==> config.mk <==
export PLATFORM = sky130hd
export DESIGN_NAME = led_status_multi
export DESIGN_NICKNAME = d
export VERILOG_FILES = /design/src/rtl/led_status_pkg.sv /design/src/rtl/led_frame_timer.sv /design/src/rtl/led_status_multi.sv
export SDC_FILE = /design/constraint.sdc
export NUM_CORES = 1
export LEC_CHECK = 0
export CORE_ASPECT_RATIO = 0.75
export CORE_MARGIN = 2
export CORE_UTILIZATION = 45
export DETAILED_ROUTE_END_ITERATION = 16
export HOLD_SLACK_MARGIN = 0.06
export PLACE_DENSITY_LB_ADDON = 0.1
export REMOVE_ABC_BUFFERS = 1
export SKIP_LAST_GASP = 1
export SLEW_MARGIN = 5
export SYNTH_ARGS = -nofsm -noshare
export SYNTH_HDL_FRONTEND = slang
export SYNTH_SLANG_ARGS = --single-unit
==> constraint.sdc <==
create_clock -name Clk -period 1.7 [get_ports Clk]
set_input_delay 0.51 -clock Clk [delete_from_list [all_inputs] [get_ports Clk]]
set_output_delay 0.51 -clock Clk [all_outputs]
set_load 0.01 [all_outputs]
==> src/rtl/led_status_pkg.sv <==
// Shared sizing helpers and the blink pattern rule for the multi-channel LED status indicator.
package led_status_pkg;

  function automatic int clog2(input int value);
    int r;
    r = 0;
    while ((1 << r) < value) r++;
    return r;
  endfunction

  function automatic int max_code(input int state_w);
    return (1 << state_w) - 1;
  endfunction

  function automatic int num_slots(input int gap, input int state_w);
    return gap + 2 * max_code(state_w);
  endfunction

  // Code k lights slots gap, gap+2, ..., gap+2k; the all-ones code lights every slot.
  function automatic logic blink_on(input int slot, input int code, input int gap, input int mx);
    int d;
    if (code == mx) return 1'b1;
    if (slot < gap) return 1'b0;
    d = slot - gap;
    return (d[0] == 1'b0) && ((d >>> 1) <= code);
  endfunction

endpackage

==> src/rtl/led_frame_timer.sv <==
// Shared prescaler and slot counter; flags the frame-wrap clock and emits a registered frame strobe.
module led_frame_timer
  import led_status_pkg::*;
#(
  parameter int TICK_DIV = 4,
  parameter int SLOTS    = 16,
  parameter int SLOT_W   = 4
) (
  input  logic              Clk,
  input  logic              Rst,
  input  logic              en,
  output logic [SLOT_W-1:0] slot,
  output logic              frame_wrap,
  output logic              frame_sync
);

  localparam int DIV_W = (TICK_DIV > 1) ? clog2(TICK_DIV) : 1;

  logic [DIV_W-1:0] div_cnt;
  logic             tick;

  assign tick       = (div_cnt == DIV_W'(TICK_DIV - 1));
  assign frame_wrap = tick && (slot == SLOT_W'(SLOTS - 1));

  // A disabled timer sits exactly in its reset state so re-enabling starts a fresh frame.
  always_ff @(posedge Clk) begin
    if (Rst || !en) begin
      div_cnt    <= '0;
      slot       <= '0;
      frame_sync <= 1'b0;
    end else begin
      frame_sync <= frame_wrap;
      if (tick) begin
        div_cnt <= '0;
        slot    <= frame_wrap ? '0 : slot + SLOT_W'(1);
      end else begin
        div_cnt <= div_cnt + DIV_W'(1);
      end
    end
  end

endmodule

==> src/rtl/led_status_multi.sv <==
// Multi-channel LED status indicator: each channel blinks its latched code once per frame.
module led_status_multi
  import led_status_pkg::*;
#(
  parameter int NUM_CH     = 4,
  parameter int STATE_W    = 2,
  parameter int TICK_DIV   = 4,
  parameter int GAP_SLOTS  = 10,
  parameter int ACTIVE_LOW = 0
) (
  input  logic                      Clk,
  input  logic                      Rst,
  input  logic                      en,
  input  logic [NUM_CH*STATE_W-1:0] state,
  output logic [NUM_CH-1:0]         led,
  output logic                      frame_sync
);

  localparam int   MAX_CODE = max_code(STATE_W);
  localparam int   SLOTS    = num_slots(GAP_SLOTS, STATE_W);
  localparam int   SLOT_W   = clog2(SLOTS);
  localparam logic INACTIVE = (ACTIVE_LOW != 0);

  logic [SLOT_W-1:0] slot;
  logic              frame_wrap;

  led_frame_timer #(
    .TICK_DIV(TICK_DIV),
    .SLOTS   (SLOTS),
    .SLOT_W  (SLOT_W)
  ) timer (
    .Clk       (Clk),
    .Rst       (Rst),
    .en        (en),
    .slot      (slot),
    .frame_wrap(frame_wrap),
    .frame_sync(frame_sync)
  );

  for (genvar c = 0; c < NUM_CH; c++) begin : ch
    logic [STATE_W-1:0] lat;
    logic               on;
    logic               led_q;

    always_comb on = blink_on(int'(slot), int'(lat), GAP_SLOTS, MAX_CODE);

    // The code is captured only on the wrap clock so a burst is never torn mid-frame.
    always_ff @(posedge Clk) begin
      if (Rst || !en) begin
        lat   <= '0;
        led_q <= INACTIVE;
      end else begin
        if (frame_wrap) lat <= state[c*STATE_W +: STATE_W];
        led_q <= on ^ INACTIVE;
      end
    end

    assign led[c] = led_q;
  end

endmodule
# --- After elaboration in Yosys (flattened, before gate mapping) ---
# Cells that the tools add are included.
totals:
  inputBits: 11
  output_inout_bits: 5
  reg_bits: 19
classes:
  addsub: 3
  n_eq_ne: 6
  n_reduce_logical: 8
  magnitude_cmp: 5
  bitwise: 1
  mux: 26
ops:
  columns: ["op", "n"]
  rows:
  - ["two-way mux 1 bit", 25]
  - ["<= comparator 4 x 3 -> 1 bit", 4]
  - ["== test 2 x 1 -> 1 bit (second input constant)", 4]
  - ["logical AND 1 bit", 5]
  - ["subtractor 4 x 4 -> 5 bit (second input constant)", 1]
  - ["adder 4 x 1 -> 4 bit (second input constant)", 1]
  - ["== test 4 bit (second input constant)", 1]
  - ["< comparator 4 bit (second input constant)", 1]
  - ["two-way mux 4 bit", 1]
  - ["adder 2 x 1 -> 2 bit (second input constant)", 1]
  - ["== test 2 bit (second input constant)", 1]
  - ["OR reduction 2 bit", 1]
  - ["zero test 1 bit", 1]
  - ["logical OR 1 bit", 1]
  - ["inverter 1 bit", 1]

# --- Longest topological paths before layout ---
# Gate-level depths: netlist (run 1).
depth:
  depth_word: 5
  depth_mapped: 7

# --- Hierarchy ---
# From an unflattened synthesis (run 1), not the netlist that was laid out.
hier_totals:
  hier_cells: 113
  area_unflattened_um2: 1058.5
by_module_without_submodules:
  columns: ["module", "area_per_inst_um2", "seq_area_each_um2", "n_inst", "cells_each"]
  rows:
  - ["led_status_multi", 764.5, 240.2, 1, 84]
  - ["led_frame_timer", 294.0, 140.1, 1, 29]

# --- Least setup slack after synthesis (run 1) ---
# Ideal clock, no wire load.
synth_timing:
  path_type: "register -> register"
  startpoint: "reg timer.slot[2]"
  endpoint: "reg ch[0].led_q"
  n_path_buf: 0
  stages_incl_launch_ff: 8
  setup_time_ns: 0.126
  setup_slack_ns: 0.171
  period_less_slack_ns: 1.529
  t_arrival_ns: 1.403
  path_cell_list: "dfxtp_1 > inv_1 > ha_1 > inv_1 > ha_1 > nand2b_1 > a32oi_1 > a211oi_1"
synth_between:
  elab_chain_len: 5
synth_lines:
  columns: ["element", "line_no", "rtl"]
  rows:
  - ["start, declared", "led_frame_timer.sv:12", "output logic [SLOT_W-1:0] slot,"]
  - ["start signal, assigned", "led_frame_timer.sv:35", "slot <= frame_wrap ? '0 : slot + SLOT_W'(1);"]
  - ["subtractor 4 x 4 -> 5 bit / < comparator 4 bit (equally long branches)", "led_status_pkg.sv:24, led_status_pkg.sv:23", null]
  - ["<= comparator 4 x 3 -> 1 bit / two-way mux 1 bit (equally long branches)", "led_status_pkg.sv:25, led_status_pkg.sv:23", null]
  - ["logical AND 1 bit / two-way mux 1 bit (equally long branches)", "led_status_pkg.sv:25, led_status_pkg.sv:23", null]
  - ["two-way mux 1 bit (*)", "led_status_pkg.sv:24", "d = slot - gap;"]
  - ["two-way mux 1 bit (*)", "led_status_pkg.sv:23", "if (slot < gap) return 1'b0;"]
  - ["end signal, assigned", "led_status_multi.sv:54", "led_q <= on ^ INACTIVE;"]
  - ["end, declared", "led_status_multi.sv:43", "logic led_q;"]
# Mark *: on every way between the ends. The rest lies on a longest branch, timed or not. The select of a mux whose other input is x is not followed.
# A chain may end at the register's enable or synchronous reset.

# --- Final worst setup path (run 1) ---
# Same ends and word-level chain as after synthesis.

==> flow_summary.ini, run 1 <==
[outcome]
status = complete, no violations

[routing]
wire_per_inst_um = 13.9
drcViolationCount = 0
drt_iter0_markers = 22
viasPerCell = 5.51
firstDrtPassIters = 4
wl_um = 1970
antenna_left = 0
num_vias = 777

[clock_tree]
clock_latency_ns = 0.31
cts_tree = yes
clkTransAtPathRegs_ns = 0.11
cts_resized = 0
clock-sinks = 19
post_cts_buffers = 0
clockBufferDepth = 2
root_buffer = clkbuf_4
ctsHoldBuffers = 0
cts_made_buffers = 3
htreeDepth = 1

[power]
seqPwrFrac_pct = 61.4
power_switching_uw = 168
power_frac_comb_pct = 5.8
p_sw_share_pct = 23.0
p_leak_uw = 0.000586
pwr-share-clk_pct = 32.8
power.internal_uw = 563
vdd_drop_max_uv = 375
finalPower_uw = 730
power_density_nw_per_um2 = 601

[hold_path]
min_path_type = reg -> reg
hold_path_depth = 1

[sta]
max_freq_mhz = 625
rsz0062_at_grt = false
min_period_ns = 1.60
min_period_over_period_pct = 94.1
worst_slew_pin_slew_ns = 0.389
skew_ns = 0.00213
whs_ns = 0.435
setup_viol = 0
slew_viol_final = 0
fin_tns_setup_ns = 0
hold_viol = 0
relSlewSlack_pct = 74.0

[worst_setup_path]
start_kind = register
critical_path.max_fanout = 5
required_ns = 1.92
cp-end-kind = register
crit_arrival_ns = 1.82
worstRegToRegCells = 7
criticalPathCategory = reg -> reg

[synthesis]
synth_edf_count = 0
synth_area_um2 = 1010
synth.yosys.seq_area_share_pct = 37.7
synth_area_leaders = dfxtp_1 (38%), ha_1 (16%), a22o_1 (6.9%)
ys_ff_latch = 19
syn_inst = 99
ys_types = 26
synth_area_leader_cell = dfxtp_1
synth.top_cell.area_share_pct = 37.7
avgSynthCellArea_um2 = 10.2
ys.flop_type = dfxtp_1
synth-async-reset-ratio_pct = 0
yosys_warnings = 0

[floorplan]
die_x_um = 58.7
initial_core_util_pct = 48.8
pin_count = 16
design.die.area_um2 = 2640
die_h_um = 45.0
coreArea_um2 = 2070
rows = 14

[placed_design]
gp_congestion = 0.746
dp_hpwl_um = 1480
portBuffers = 15

[grt]
overflow = 0
first_global_vias = 712
antenna_found_initial = 0
grt_max_degree = 12
grt_pass1_wl_um = 3230
grt_usage_pct = 17.0

[flow_run]
maxCapViolations = 0

[layout]
seq_area_um2 = 380
nFillCells = 198
nets = 142
areaGrowthSynthToFinish_pct = 20.6
drive_gt1_share_pct = 12.0
antenna_cells = 0
multi_input_area_um2 = 544
[final timing paths]
check	start	slack [ns]	end
max	timer.slot[2]	0.1	ch[0].led_q
min	timer.div_cnt[0]	0.43	timer.div_cnt[0]
max reg2reg	timer.slot[2]	0.1	ch[0].led_q
min reg2reg	timer.div_cnt[0]	0.43	timer.div_cnt[0]
[cells in the final DEF, fill, tap and decap left out, drive strengths merged, types with 5 or more instances in the layout]
cell	n
inv	9
buf	5
a22o	8
dfxtp	19
dlymetal6s2s	5
nand2b	6
ha	13
nor2	6
a21oi	9
clkdlybuf4s50	10
[through the flow]
stage	setup WS [ns]	area [um^2]	utilization [%]	instances
2_1_floorplan	0.171	953	-	93
3_3_place_gp	-0.0287	1170	56.7	137
3_5_place_dp	-0.0513	1170	56.7	137
4_1_cts	0.000485	1200	58.0	141
5_1_grt	0.00257	1220	58.8	141
6_report	0.0998	1220	58.8	141
[sequential cells by signal (all words and copies together), names as in the netlist]
name / count
ch.lat: 8
timer.frame_sync: 1
timer.div_cnt: 2
timer.slot: 4
ch.led_q: 4
[cells by family after synthesis]
logic type,count (synthesis),synth area share (%)
XOR/XNOR,2,1.74
AO/OA/AOI/OAI,27,21.1
AND/OR/NAND/NOR,22,13.5
multiplexers,1,0.993
adder cells (fa/ha/maj),13,16.1
buffers and inverters,15,8.81
flip-flops,19,37.7
[area by class of cell]
class,count,area share (%)
well taps,24,2.47
multi-input cells,65,44.8
clock buffers,3,1.85
flip-flops and latches,19,31.3
repair buffers,20,16.5
clock inverters,1,0.412
inverters,9,2.78
[critical path, stage by stage (launching register included)]
cell	delay, ns
dfxtp_1	0.33
inv_1	0.09
ha_1	0.16
inv_1	0.04
ha_1	0.35
inv_1	0.17
a32oi_1	0.11
a211oi_1	0.26
[per-layer routing]
layer  part of all wire (%)  GRT usage (%)
met1                     50           23.1
met5                      0              0
met2                     41           24.9
met3                    6.7           5.16
met4                    1.4           7.73
[synthesized netlist by cell type (2+ instances only)]
master    number
dfxtp_1       19
ha_1          13
a21oi_1        9
inv_1          9
a22o_1         8
nor2_1         6
nand2b_1       5
a211oi_1       4
a32oi_1        4
buf_4          4
nand3_1        2
xnor2_1        2
[power groups by stage]
stage	registers (uW)	logic, uW	clock network [uW]
CTS	448	42.5	247
global placement	458	41.7	0
floorplan	458	13.1	0
finish	448	42.4	240
global route	449	45.1	271
detailed placement	459	42.3	0
No activity file was read; power rests on OpenSTA's default activity.
==> run 2, diff against run 1 <==
- PLACE_DENSITY_LB_ADDON: 0.1 -> 0.3
==> flow_summary.ini, run 2 (synthesis gave the netlist of run 1 again) <==
[outcome]
status = complete, no violations

[grt]
first_global_vias = 732
grt_pass1_wl_um = 3280
overflow = 0
grt_usage_pct = 16.7
antenna_found_initial = 0
grt_max_degree = 11

[power]
vdd_drop_max_uv = 377
p_sw_share_pct = 22.0
finalPower_uw = 726
pwr-share-clk_pct = 32.5
power_frac_comb_pct = 5.7
power_switching_uw = 160
power_density_nw_per_um2 = 605
power.internal_uw = 566
p_leak_uw = 0.000523
seqPwrFrac_pct = 61.7

[clock_tree]
cts_tree = yes
htreeDepth = 1
cts_made_buffers = 3
clock_latency_ns = 0.30
clock-sinks = 19
clockBufferDepth = 2
clkTransAtPathRegs_ns = 0.12
root_buffer = clkbuf_4

[worst_setup_path]
worstRegToRegCells = 7
cp-end-kind = output port
cp-startpoint = ch[1].led_q
critical_path.max_fanout = 1
start_kind = register
criticalPathCategory = reg -> out
worst-path-buf-inv = 1
path_cells = clkdlybuf4s50_1
rr_startpoint = timer.slot[2]
required_ns = 1.19
crit_arrival_ns = 1.15
worstReg2RegEnd = ch[2].led_q
crit_slowest_cell = clkdlybuf4s50_1
regToRegSetupSlack_ns = 0.11
max_stage_delay_ns = 0.52
critPathTopFamily = buffers and inverters

[floorplan]
rows = 14
die_x_um = 58.7
initial_core_util_pct = 48.8
coreArea_um2 = 2070
design.die.area_um2 = 2640
pin_count = 16
die_h_um = 45.0

[layout]
seq_area_um2 = 380
nFillCells = 176
largest_reg_flops = 8
nets = 141
final_common_cell = dfxtp_1
areaGrowthSynthToFinish_pct = 19.0
multi_input_area_um2 = 544
drive_gt1_share_pct = 11.2
antenna_cells = 0
mostFrequentLayoutCells = dfxtp_1 (19), ha_1 (13), clkdlybuf4s50_1 (13)
regMostFlops = ch.lat
top_regs = ch.lat: 8 flops, ch.led_q: 4 flops, timer.slot: 4 flops

[sta]
min_period_over_period_pct = 97.7
min_period_ns = 1.66
rsz0062_at_grt = false
hold_viol = 0
setup_viol = 0
max_freq_mhz = 602
worst_slew_pin_slew_ns = 0.489
slew_viol_final = 0
skew_ns = 0.0123
setup_slack_ns = 0.0398
relSlewSlack_pct = 67.0

[routing]
drt_iter0_markers = 21
num_vias = 766
wl_met1_um = 980
route.top_layer_used = met4
antenna_left = 0
dr_wl_met3_um = 113
firstDrtPassIters = 4
viasPerCell = 5.47
drcViolationCount = 0
wl_um = 1910
wire_per_inst_um = 13.6
wl_met2_um = 802

[placed_design]
dp_hpwl_um = 1440
portBuffers = 15
gp_congestion = 0.802
pre_cts_slack_ns = -0.00897

[flow_run]
maxCapViolations = 0

[hold_path]
min_path_type = reg -> reg
worstHoldEndpoint = timer.div_cnt[0]
hold_start = timer.div_cnt[0]
hold_path_depth = 1
==> run 2: power by group through the flow <==
| stage | clock [uW] | combinational [uW] | sequential (uW) |
|---|---|---|---|
| 2_1_floorplan | 0 | 13.1 | 458 |
| 3_3_place_gp | 0 | 40.9 | 458 |
| 3_5_place_dp | 0 | 41.2 | 459 |
| 4_1_cts | 235 | 41.4 | 448 |
| 5_1_grt | 251 | 45.0 | 449 |
| 6_report | 236 | 41.5 | 448 |
==> run 2: cell type report <==
| type | instances | share of cell area [%] |
|---|---|---|
| tap | 24 | 2.50 |
| multi-input combinational | 65 | 45.4 |
| inverter | 9 | 2.82 |
| timing repair buffer | 19 | 15.4 |
| clock buffer | 4 | 2.19 |
| sequential | 19 | 31.7 |
==> run 2: repair_timing <==
action                                  CTS  global route
resized for setup                         0             4
endpoints found under the setup margin    0             3
hold buffers                              0             0
buffers inserted                          0             0
==> run 2: per-layer routing <==
layer | up-vias | global-route usage [%]
li1 | 386 | -
met1 | 349 | 22.4
met2 | 29 | 25.4
met3 | 2 | 5.44
met4 | 0 | 6.36
met5 | - | 0
==> run 2: worst max-delay path by stage <==
stage                              end  slack (ns)  depth (start not counted)
after floorplan            ch[0].led_q        0.17                          7
after global placement    ch[0].lat[0]       0.009                          4
after detailed placement  ch[0].lat[1]      -0.009                          4
after CTS                   frame_sync        0.03                          1
after global routing            led[2]       0.005                          1
final                           led[1]        0.04                          1
==> run 2: metrics by stage <==
step | hold slack, ns | util [%] | area, um^2 | setup TNS [ns] | cells
after global routing | 0.472 | 58.1 | 1200 | 0 | 140
after floorplan | 0.404 | - | 953 | 0 | 93
after global placement | 0.411 | 56.3 | 1160 | 0 | 136
after detailed placement | 0.421 | 56.3 | 1160 | -0.0522 | 136
final | 0.435 | 58.1 | 1200 | 0 | 140
after CTS | 0.436 | 57.6 | 1190 | 0 | 140
==> run 3, diff against run 2 <==
- ABC_CLOCK_PERIOD_IN_PS: unset -> 1700
- CELL_PAD_IN_SITES_DETAIL_PLACEMENT: unset -> 1
- CELL_PAD_IN_SITES_GLOBAL_PLACEMENT: unset -> 1
- CORE_UTILIZATION: 45 -> 40
==> flow_summary.ini, run 3 (synthesis gave the netlist of run 1 again) <==
[outcome]
status = complete, no violations

[routing]
firstDrtPassIters = 4
antenna_left = 0
viasPerCell = 5.24
wl_um = 2330
num_vias = 797
drt_iter0_markers = 15
wire_per_inst_um = 15.3
drcViolationCount = 0

[layout]
largest_reg_flops = 8
drive_gt1_share_pct = 13.6
multi_input_area_um2 = 544
top_regs = ch.lat: 8 flops, ch.led_q: 4 flops, timer.slot: 4 flops
antenna_cells = 0
mostFrequentLayoutCells = dfxtp_1 (19), ha_1 (13), clkdlybuf4s50_1 (10)
areaGrowthSynthToFinish_pct = 22.6
fin_util_pct = 52.7
nets = 143
nFillCells = 281
seq_area_um2 = 380
final_common_cell = dfxtp_1
regMostFlops = ch.lat

[placed_design]
pre_cts_slack_ns = -0.0445
portBuffers = 15
gp_congestion = 0.743
dp_hpwl_um = 1790

[hold_path]
hold_path_depth = 1
min_path_type = reg -> reg

[sta]
rsz0062_at_grt = true
relSlewSlack_pct = 75.3
worst_slew_pin_slew_ns = 0.369
min_period_over_period_pct = 94.9
max_freq_mhz = 620
slew_viol_final = 0
min_period_ns = 1.61
hold_viol = 0
setup_slack_ns = 0.0859
setup_viol = 0
skew_ns = 0.0114

[power]
power_density_nw_per_um2 = 588
vdd_drop_max_uv = 404
p_leak_uw = 0.000591

[clock_tree]
clock_latency_ns = 0.30
cts_made_buffers = 3
clockBufferDepth = 2
htreeDepth = 1
cts_tree = yes
root_buffer = clkbuf_4
ctsHoldBuffers = 0
clock-sinks = 19
clkTransAtPathRegs_ns = 0.12

[worst_setup_path]
critical_path.max_fanout = 4
start_kind = register
critPathTopFamily = adder cells
path_depth = 7
required_ns = 1.88
path_cells = inv_1 -> ha_1 -> inv_1 -> ha_1 -> nand2b_1 -> a32oi_1 -> a211oi_2
max_stage_delay_ns = 0.35
regToRegSetupSlack_ns = 0.09
criticalPathCategory = reg -> reg
worst-path-buf-inv = 2
crit_slowest_cell = dfxtp_1
worstRegToRegCells = 7
cp-end-kind = register
crit_arrival_ns = 1.79

[flow_run]
maxCapViolations = 0

[floorplan]
pin_count = 16
die_x_um = 62.0
rows = 15
coreArea_um2 = 2350
die_h_um = 47.5
design.die.area_um2 = 2940
initial_core_util_pct = 43.0

[grt]
grt_pass1_wl_um = 3830
overflow = 0
antenna_found_initial = 0
first_global_vias = 790
grt_usage_pct = 18.5
grt_max_degree = 12
-- run 3: changes by cell type in the layout (fill, tap and decap cells not counted) --
cell and change:
clkdlybuf4s50_1 -3, dlymetal6s2s_1 +3, buf_4 +2, clkbuf_1 -1
clkinv_2 +1
-- run 3: per-layer routing --
layer	vias to the layer above	share of wire, %	global-route usage [%]
met4	0	0.94	3.83
met5	-	0	0
met2	11	45	28.3
met3	4	3.3	4.86
li1	391	-	-
met1	391	51	26.4
-- run 3: where the power goes --
part | internal [uW] | leakage, uW | switching, uW | total, uW
clock network | 87.7 | 0.0000177 | 146 | 234
logic | 28.9 | 0.000420 | 15.4 | 44.3
registers | 447 | 0.000153 | 1.23 | 449
total | 564 | 0.000591 | 163 | 726
-- run 3: repair_timing --
action                                  in CTS  in global routing
setup buffers                                0                  0
resized for setup                            0                  7
endpoints found under the setup margin       0                  7
-- run 3: metrics by stage --
| stage | TNS [ns] | power, uW | instance area, um^2 | std cells | hold WS (ns) |
|---|---|---|---|---|---|
| after floorplan | 0 | 471 | 953 | 93 | 0.404 |
| after global placement | -0.0192 | 502 | 1190 | 148 | 0.413 |
| after detailed placement | -0.241 | 503 | 1190 | 148 | 0.428 |
| after CTS | 0 | 734 | 1220 | 152 | 0.445 |
| after global routing | -0.0350 | 759 | 1240 | 152 | 0.464 |
| final | 0 | 726 | 1240 | 152 | 0.442 |
-- run 3: layout make-up --
class	count	area share, %
multi-input cells	65	44.0
flip-flops and latches	19	30.8
repair buffers	21	16.8
well taps	34	3.44
inverters	9	2.73
clock buffers	3	1.82
clock inverters	1	0.405
-- run 3: path summary, 6_finish.rpt --
check,start,to
hold reg to reg,timer.div_cnt[0],timer.div_cnt[0]
setup / recovery,timer.slot[2],ch[3].led_q
hold / removal,timer.div_cnt[0],timer.div_cnt[0]
setup reg to reg,timer.slot[2],ch[3].led_q
